`src/rtl/mul_pkg.sv`:
```
// Shared types and constants for the radix-4 Booth sequential multiplier.
package mul_pkg;

  typedef enum logic [1:0] {
    ST_IDLE = 2'd0,
    ST_RUN  = 2'd1,
    ST_DONE = 2'd2
  } state_e;

  localparam logic [2:0] ZERO = 3'd0;
  localparam logic [2:0] P1   = 3'd1;
  localparam logic [2:0] P2   = 3'd2;
  localparam logic [2:0] N1   = 3'd3;
  localparam logic [2:0] N2   = 3'd4;

  // Accumulator headroom above W bits; covers |2M| plus |2M|<<2 without overflow.
  localparam int unsigned GUARD = 4;

  function automatic logic [2:0] booth_digit(input logic [2:0] grp);
    logic [2:0] dig;
    case (grp)
      3'b001, 3'b010: dig = P1;
      3'b011:         dig = P2;
      3'b100:         dig = N2;
      3'b101, 3'b110: dig = N1;
      default:        dig = ZERO;
    endcase
    return dig;
  endfunction

endpackage

```
`src/rtl/booth_csa_mul_seq_if.sv`:
```
// Start/busy/done handshake and operand/product bus between control unit and multiplier.
interface booth_csa_mul_seq_if #(parameter int unsigned W = 32);
  logic         start;
  logic [W-1:0] multiplicand;
  logic [W-1:0] multiplier;
  logic         busy;
  logic         done;
  logic [W-1:0] product_hi;
  logic [W-1:0] product_lo;

  modport master (output start, multiplicand, multiplier,
                  input  busy, done, product_hi, product_lo);
  modport slave  (input  start, multiplicand, multiplier,
                  output busy, done, product_hi, product_lo);
endinterface

```
`src/rtl/booth_pp_sel.sv`:
```
// Maps one radix-4 Booth recode group and M to a sign-extended W+GUARD-bit partial product.
module booth_pp_sel
  import mul_pkg::*;
#(
  parameter int unsigned W = 32
) (
  input  logic [2:0]       grp_i,
  input  logic [W-1:0]     m_i,
  output logic [W+GUARD-1:0] pp_o
);
  localparam int unsigned PW = W + GUARD;

  logic [PW-1:0] m_ext;
  assign m_ext = {{GUARD{m_i[W-1]}}, m_i};

  always_comb begin
    pp_o = '0;
    case (booth_digit(grp_i))
      P1:      pp_o = m_ext;
      P2:      pp_o = m_ext << 1;
      N1:      pp_o = -m_ext;
      N2:      pp_o = -(m_ext << 1);
      default: pp_o = '0;
    endcase
  end
endmodule

```
`src/rtl/booth_csa_mul_seq.sv`:
```
// Sequential signed WxW multiplier: two Booth digits per cycle, one 3:2 CSA add, 4-bit shift.
module booth_csa_mul_seq
  import mul_pkg::*;
#(
  parameter int unsigned W = 32
) (
  input  logic              clock,
  input  logic              clear,
  booth_csa_mul_seq_if.slave mul_if
);
  localparam int unsigned ITER = W / 4;
  localparam int unsigned PW   = W + GUARD;
  localparam int unsigned CW   = (ITER > 1) ? $clog2(ITER) : 1;

  state_e        state_q, state_d;
  logic [W-1:0]  m_q, m_d;
  logic [W:0]    q_q, q_d;          // bit 0 holds q[-1] of the current pair
  logic [PW-1:0] acc_q, acc_d;
  logic [W-1:0]  lo_q, lo_d;
  logic [CW-1:0] cnt_q, cnt_d;
  logic          busy_q, busy_d;
  logic          done_q, done_d;
  logic [W-1:0]  hi_q, hi_d;
  logic [W-1:0]  plo_q, plo_d;

  logic [PW-1:0]   pp0_c, pp1_raw_c, pp1_c;
  logic [PW-1:0]   csa_s_c, csa_c_c, sum_c;
  logic [PW+W-1:0] shifted_c;
  logic [PW-1:0]   acc_sh_c;
  logic [W-1:0]    lo_sh_c;

  booth_pp_sel #(.W(W)) u_pp0 (.grp_i(q_q[2:0]), .m_i(m_q), .pp_o(pp0_c));
  booth_pp_sel #(.W(W)) u_pp1 (.grp_i(q_q[4:2]), .m_i(m_q), .pp_o(pp1_raw_c));

  assign pp1_c = pp1_raw_c << 2;

  // Three-operand add: carry-save compress, then one carry-propagate add.
  assign csa_s_c = acc_q ^ pp0_c ^ pp1_c;
  assign csa_c_c = ((acc_q & pp0_c) | (acc_q & pp1_c) | (pp0_c & pp1_c)) << 1;
  assign sum_c   = csa_s_c + csa_c_c;

  assign shifted_c           = $signed({sum_c, lo_q}) >>> GUARD;
  assign {acc_sh_c, lo_sh_c} = shifted_c;

  always_ff @(posedge clock or posedge clear) begin
    if (clear) begin
      state_q <= ST_IDLE;
      m_q     <= '0;
      q_q     <= '0;
      acc_q   <= '0;
      lo_q    <= '0;
      cnt_q   <= '0;
      busy_q  <= 1'b0;
      done_q  <= 1'b0;
      hi_q    <= '0;
      plo_q   <= '0;
    end else begin
      state_q <= state_d;
      m_q     <= m_d;
      q_q     <= q_d;
      acc_q   <= acc_d;
      lo_q    <= lo_d;
      cnt_q   <= cnt_d;
      busy_q  <= busy_d;
      done_q  <= done_d;
      hi_q    <= hi_d;
      plo_q   <= plo_d;
    end
  end

  always_comb begin
    state_d = state_q;
    m_d     = m_q;
    q_d     = q_q;
    acc_d   = acc_q;
    lo_d    = lo_q;
    cnt_d   = cnt_q;
    hi_d    = hi_q;
    plo_d   = plo_q;

    case (state_q)
      ST_RUN: begin
        acc_d = acc_sh_c;
        lo_d  = lo_sh_c;
        q_d   = q_q >> 4;
        cnt_d = cnt_q + CW'(1);
        if (cnt_q == CW'(ITER - 1)) begin
          hi_d    = acc_sh_c[W-1:0];
          plo_d   = lo_sh_c;
          state_d = ST_DONE;
        end
      end
      default: begin
        // IDLE and DONE both accept a new request; DONE otherwise falls back to IDLE.
        if (mul_if.start) begin
          m_d     = mul_if.multiplicand;
          q_d     = {mul_if.multiplier, 1'b0};
          acc_d   = '0;
          lo_d    = '0;
          cnt_d   = '0;
          state_d = ST_RUN;
        end else begin
          state_d = ST_IDLE;
        end
      end
    endcase

    busy_d = (state_d == ST_RUN);
    done_d = (state_d == ST_DONE);
  end

  assign mul_if.busy       = busy_q;
  assign mul_if.done       = done_q;
  assign mul_if.product_hi = hi_q;
  assign mul_if.product_lo = plo_q;
endmodule

```
`src/flat_wrapper.sv`:
```
// flat-port wrapper written by rule: the top's interface ports become plain ports
module booth_csa_mul_seq_flat import mul_pkg::*;
#(
  parameter int unsigned W = 32
)
  (clock, clear, mul_if_start, mul_if_multiplicand, mul_if_multiplier, mul_if_busy, mul_if_done, mul_if_product_hi, mul_if_product_lo);
  booth_csa_mul_seq_if #(.W(W)) mul_if_i ();
  input  logic clock;
  input  logic clear;
  input wire logic [$bits(mul_if_i.start)-1:0] mul_if_start;
  input wire logic [$bits(mul_if_i.multiplicand)-1:0] mul_if_multiplicand;
  input wire logic [$bits(mul_if_i.multiplier)-1:0] mul_if_multiplier;
  output wire logic [$bits(mul_if_i.busy)-1:0] mul_if_busy;
  output wire logic [$bits(mul_if_i.done)-1:0] mul_if_done;
  output wire logic [$bits(mul_if_i.product_hi)-1:0] mul_if_product_hi;
  output wire logic [$bits(mul_if_i.product_lo)-1:0] mul_if_product_lo;
  assign mul_if_i.start = mul_if_start;
  assign mul_if_i.multiplicand = mul_if_multiplicand;
  assign mul_if_i.multiplier = mul_if_multiplier;
  assign mul_if_busy = mul_if_i.busy;
  assign mul_if_done = mul_if_i.done;
  assign mul_if_product_hi = mul_if_i.product_hi;
  assign mul_if_product_lo = mul_if_i.product_lo;
  booth_csa_mul_seq #(.W(W)) u_core (.clock(clock), .clear(clear), .mul_if(mul_if_i));
endmodule
```
`config.mk`:
```
export PLATFORM = sky130hd
export DESIGN_NAME = booth_csa_mul_seq_flat
export DESIGN_NICKNAME = d
export VERILOG_FILES = /design/src/rtl/mul_pkg.sv /design/src/rtl/booth_csa_mul_seq_if.sv /design/src/rtl/booth_pp_sel.sv /design/src/rtl/booth_csa_mul_seq.sv /design/src/flat_wrapper.sv
export SDC_FILE = /design/constraint.sdc
export NUM_CORES = 1
export LEC_CHECK = 0
export ABC_AREA = 1
export BUFFER_PORTS_ARGS = -buffer_cell sky130_fd_sc_hd__buf_2
export CAP_MARGIN = 15
export CORE_MARGIN = 10
export CORE_UTILIZATION = 50
export DETAILED_ROUTE_END_ITERATION = 8
export GPL_TIMING_DRIVEN = 0
export PLACE_DENSITY = 0.72
export RECOVER_POWER = 25
export REMOVE_ABC_BUFFERS = 1
export SLEW_MARGIN = 20
export SYNTH_ARGS = -nofsm -noshare
export SYNTH_HDL_FRONTEND = slang
export SYNTH_HIERARCHICAL = 1
export SYNTH_SLANG_ARGS = --single-unit
```
`constraint.sdc`:
```
create_clock -name clock -period 7 [get_ports clock]
set_input_delay 1.4 -clock clock [delete_from_list [all_inputs] [get_ports clock]]
set_output_delay 1.4 -clock clock [all_outputs]
set_load 0.02 [all_outputs]
```
==> results by group <==
Logic synthesis
  • Avg Cell Area, Syn: 7.07 sq um
  • Cells after Synth: 2,000
  • Synth warn: 6
  • Synth Cell Area: 14,100 sq um

Hold path
  • Worst hold path type: flop to flop

Placement
  • Setup Slack @ Placement: 2.48 ns
  • Routability cong.: around 0.95
  • Buffers added on ports: 132
  • Dpl hpwl: 33,200 microns

Clock network
  • TritonCTS Buffers: 17
  • Root Driver: clkbuf_16
  • Worst-skew pair later-pin latency: 0.46 ns
  • Worst-case clock buffer depth: 2
  • Clk sink count: 196
  • Clk slew on worst S/H paths: around 0.08 ns
  • Setup bufs post-CTS: 0
  • # hold bufs at CTS: 0
  • H-tree levels: 4
  • Post_cts resized: 0
  • CTS tree: built

Critical path
  • Arr. time, crit path: 5.14 ns
  • CP max FO: 64
  • Critical Path RT: between 7 and 8 ns
  • Startpoint types: flop
  • Setup crit end kind: flop
  • Critical path class: flop to flop

Final layout
  • Area delta synth->final: 11.7%
  • Nets: 2,238
  • ANT cells: 0
  • FILL cells: 2,736
  • Core Util, Final: 56.7%
  • Share of cells above drive strength 1: 12.2%

GRT
  • Initial antenna violation count: 0
  • Largest net degree at the start of global routing: 90
  • Tot GR Track Use: 24.5%
  • Grt ovf: 0
  • Global-route wire length before repair: 70,200 microns
  • Vias in the first global route: 13,200

Timing
  • # setup viols final: 0
  • Setup WS post-layout: 2.15 ns
  • Max-slew violations: 36
  • Max-slew headroom: -25.6%
  • RSZ-0062 raised after global routing: no
  • Final Critical Period: 4.85 ns
  • Worst Skew: 0.0149 ns
  • Fin crit share: 69.2%
  • Hold Vio Cnt, Final: 0
  • Worst-Margin Slew: 1.87 ns
  • Fmax: 0.206 GHz

Die
  • Die Ht: 188 microns
  • DIE WIDTH: approximately 190 microns
  • Site Rows: 61
  • Core area: 27,900 sq um
  • Die footprint: 35,400 sq um
  • # IOs: about 130
  • Initial Utilization: 50.8%

Routing
  • Drt via density: 5.40
  • DR iter-0 viols: approximately 1,300
  • Vias: between 10,000 and 15,000
  • DRT antenna net count: 0
  • DRC: 0
  • DRT Pass-1 Iters: 6
  • Wire per inst: 17.4 microns
  • Final wirelength: 43,200 microns

Outcome
  • Failing checks: max-capacitance violations, max-slew violations
  • Run status: finished, violations left

Flow run
  • Maxcap violations: 1
==> cells in the final DEF, fill, tap and decap left out, types with 23 or more instances in the layout <==
| master | count |
|---|---|
| nand2_1 | 630 |
| inv_1 | 251 |
| dfrtp_1 | 196 |
| nand3_1 | 188 |
| nor2_1 | 149 |
| buf_2 | 132 |
| o21ai_0 | 83 |
| o22ai_1 | 78 |
| a21oi_1 | 41 |
| ha_1 | 40 |
| fa_1 | 34 |
| nand3b_1 | 24 |
| xor2_1 | 23 |
==> critical path, stage by stage, from the launching register on <==
cell      delay [ns]
dfrtp_1         0.40
nor2_4          0.83
clkinv_2        1.08
nand2_2         0.93
clkinv_2        0.93
nand2_1         0.30
o211ai_1        0.13
==> path summary, 6_finish.rpt <==
| check | startpoint | to | slack [ns] | depth (start not counted) |
|---|---|---|---|---|
| min in group asynchronous | clear | u_core/lo_q[8]$_DFFE_PP0P_ | 1.42 | 2 |
| worst min register to register | u_core/mul_if.product_hi[30]$_DFFE_PP0P_ | u_core/mul_if.product_hi[30]$_DFFE_PP0P_ | 0.48 | 2 |
| worst max-delay path | u_core/state_q[1]$_DFF_PP0_ | u_core/q_q[4]$_DFFE_PP0P_ | 2.15 | 6 |
| max in group asynchronous | clear | u_core/m_q[26]$_DFFE_PP0P_ | 4.50 | 3 |
| worst min-delay path | u_core/mul_if.product_hi[30]$_DFFE_PP0P_ | u_core/mul_if.product_hi[30]$_DFFE_PP0P_ | 0.48 | 2 |
| worst max register to register | u_core/state_q[1]$_DFF_PP0_ | u_core/q_q[4]$_DFFE_PP0P_ | 2.15 | 6 |
==> state kept, by name (all words and copies together), names as in the netlist <==
signal,cells
u_core/acc_q,32
u_core/cnt_q,3
u_core/lo_q,28
u_core/m_q,32
u_core/mul_if.busy,1
u_core/mul_if.done,1
u_core/mul_if.product_hi,32
u_core/mul_if.product_lo,32
u_core/q_q,33
u_core/state_q,2
==> routing by layer <==
metal | GRT usage (%) | up-vias | routed length, microns
met5 | 0 | - | 0
met4 | 7.97 | 0 | 1100
met3 | 5.08 | 57 | 3220
met2 | 38.3 | 436 | 19500
met1 | 33.3 | 6291 | 19400
li1 | - | 6657 | -
==> layout make-up <==
cell class / instances / area, sq um / share of cell area [%]
clock inverters: 13 / 169 / 1.07
flip-flops and latches: 196 / 4900 / 31.1
well taps: 378 / 473 / 2.99
clock buffers: 19 / 433 / 2.74
multi-input cells: 1484 / 8020 / 50.8
inverters: 260 / 981 / 6.21
repair buffers: 138 / 811 / 5.13
==> per-stage QoR <==
| stage | std cells | TNS [ns] | area [sq um] | hold WS [ns] |
|---|---|---|---|---|
| 2_1_floorplan | 1940 | 0 | 13900 | 0.459 |
| 3_3_place_gp | 2450 | -393.02 | 15000 | 0.460 |
| 3_5_place_dp | 2456 | 0 | 15200 | 0.462 |
| 4_1_cts | 2488 | 0 | 15800 | 0.483 |
| 5_1_grt | 2488 | 0 | 15800 | 0.514 |
| 6_report | 2488 | 0 | 15800 | 0.482 |
Power is not shown: default switching activity piles up to over one toggle a cycle in this logic, so the estimate is an artifact.
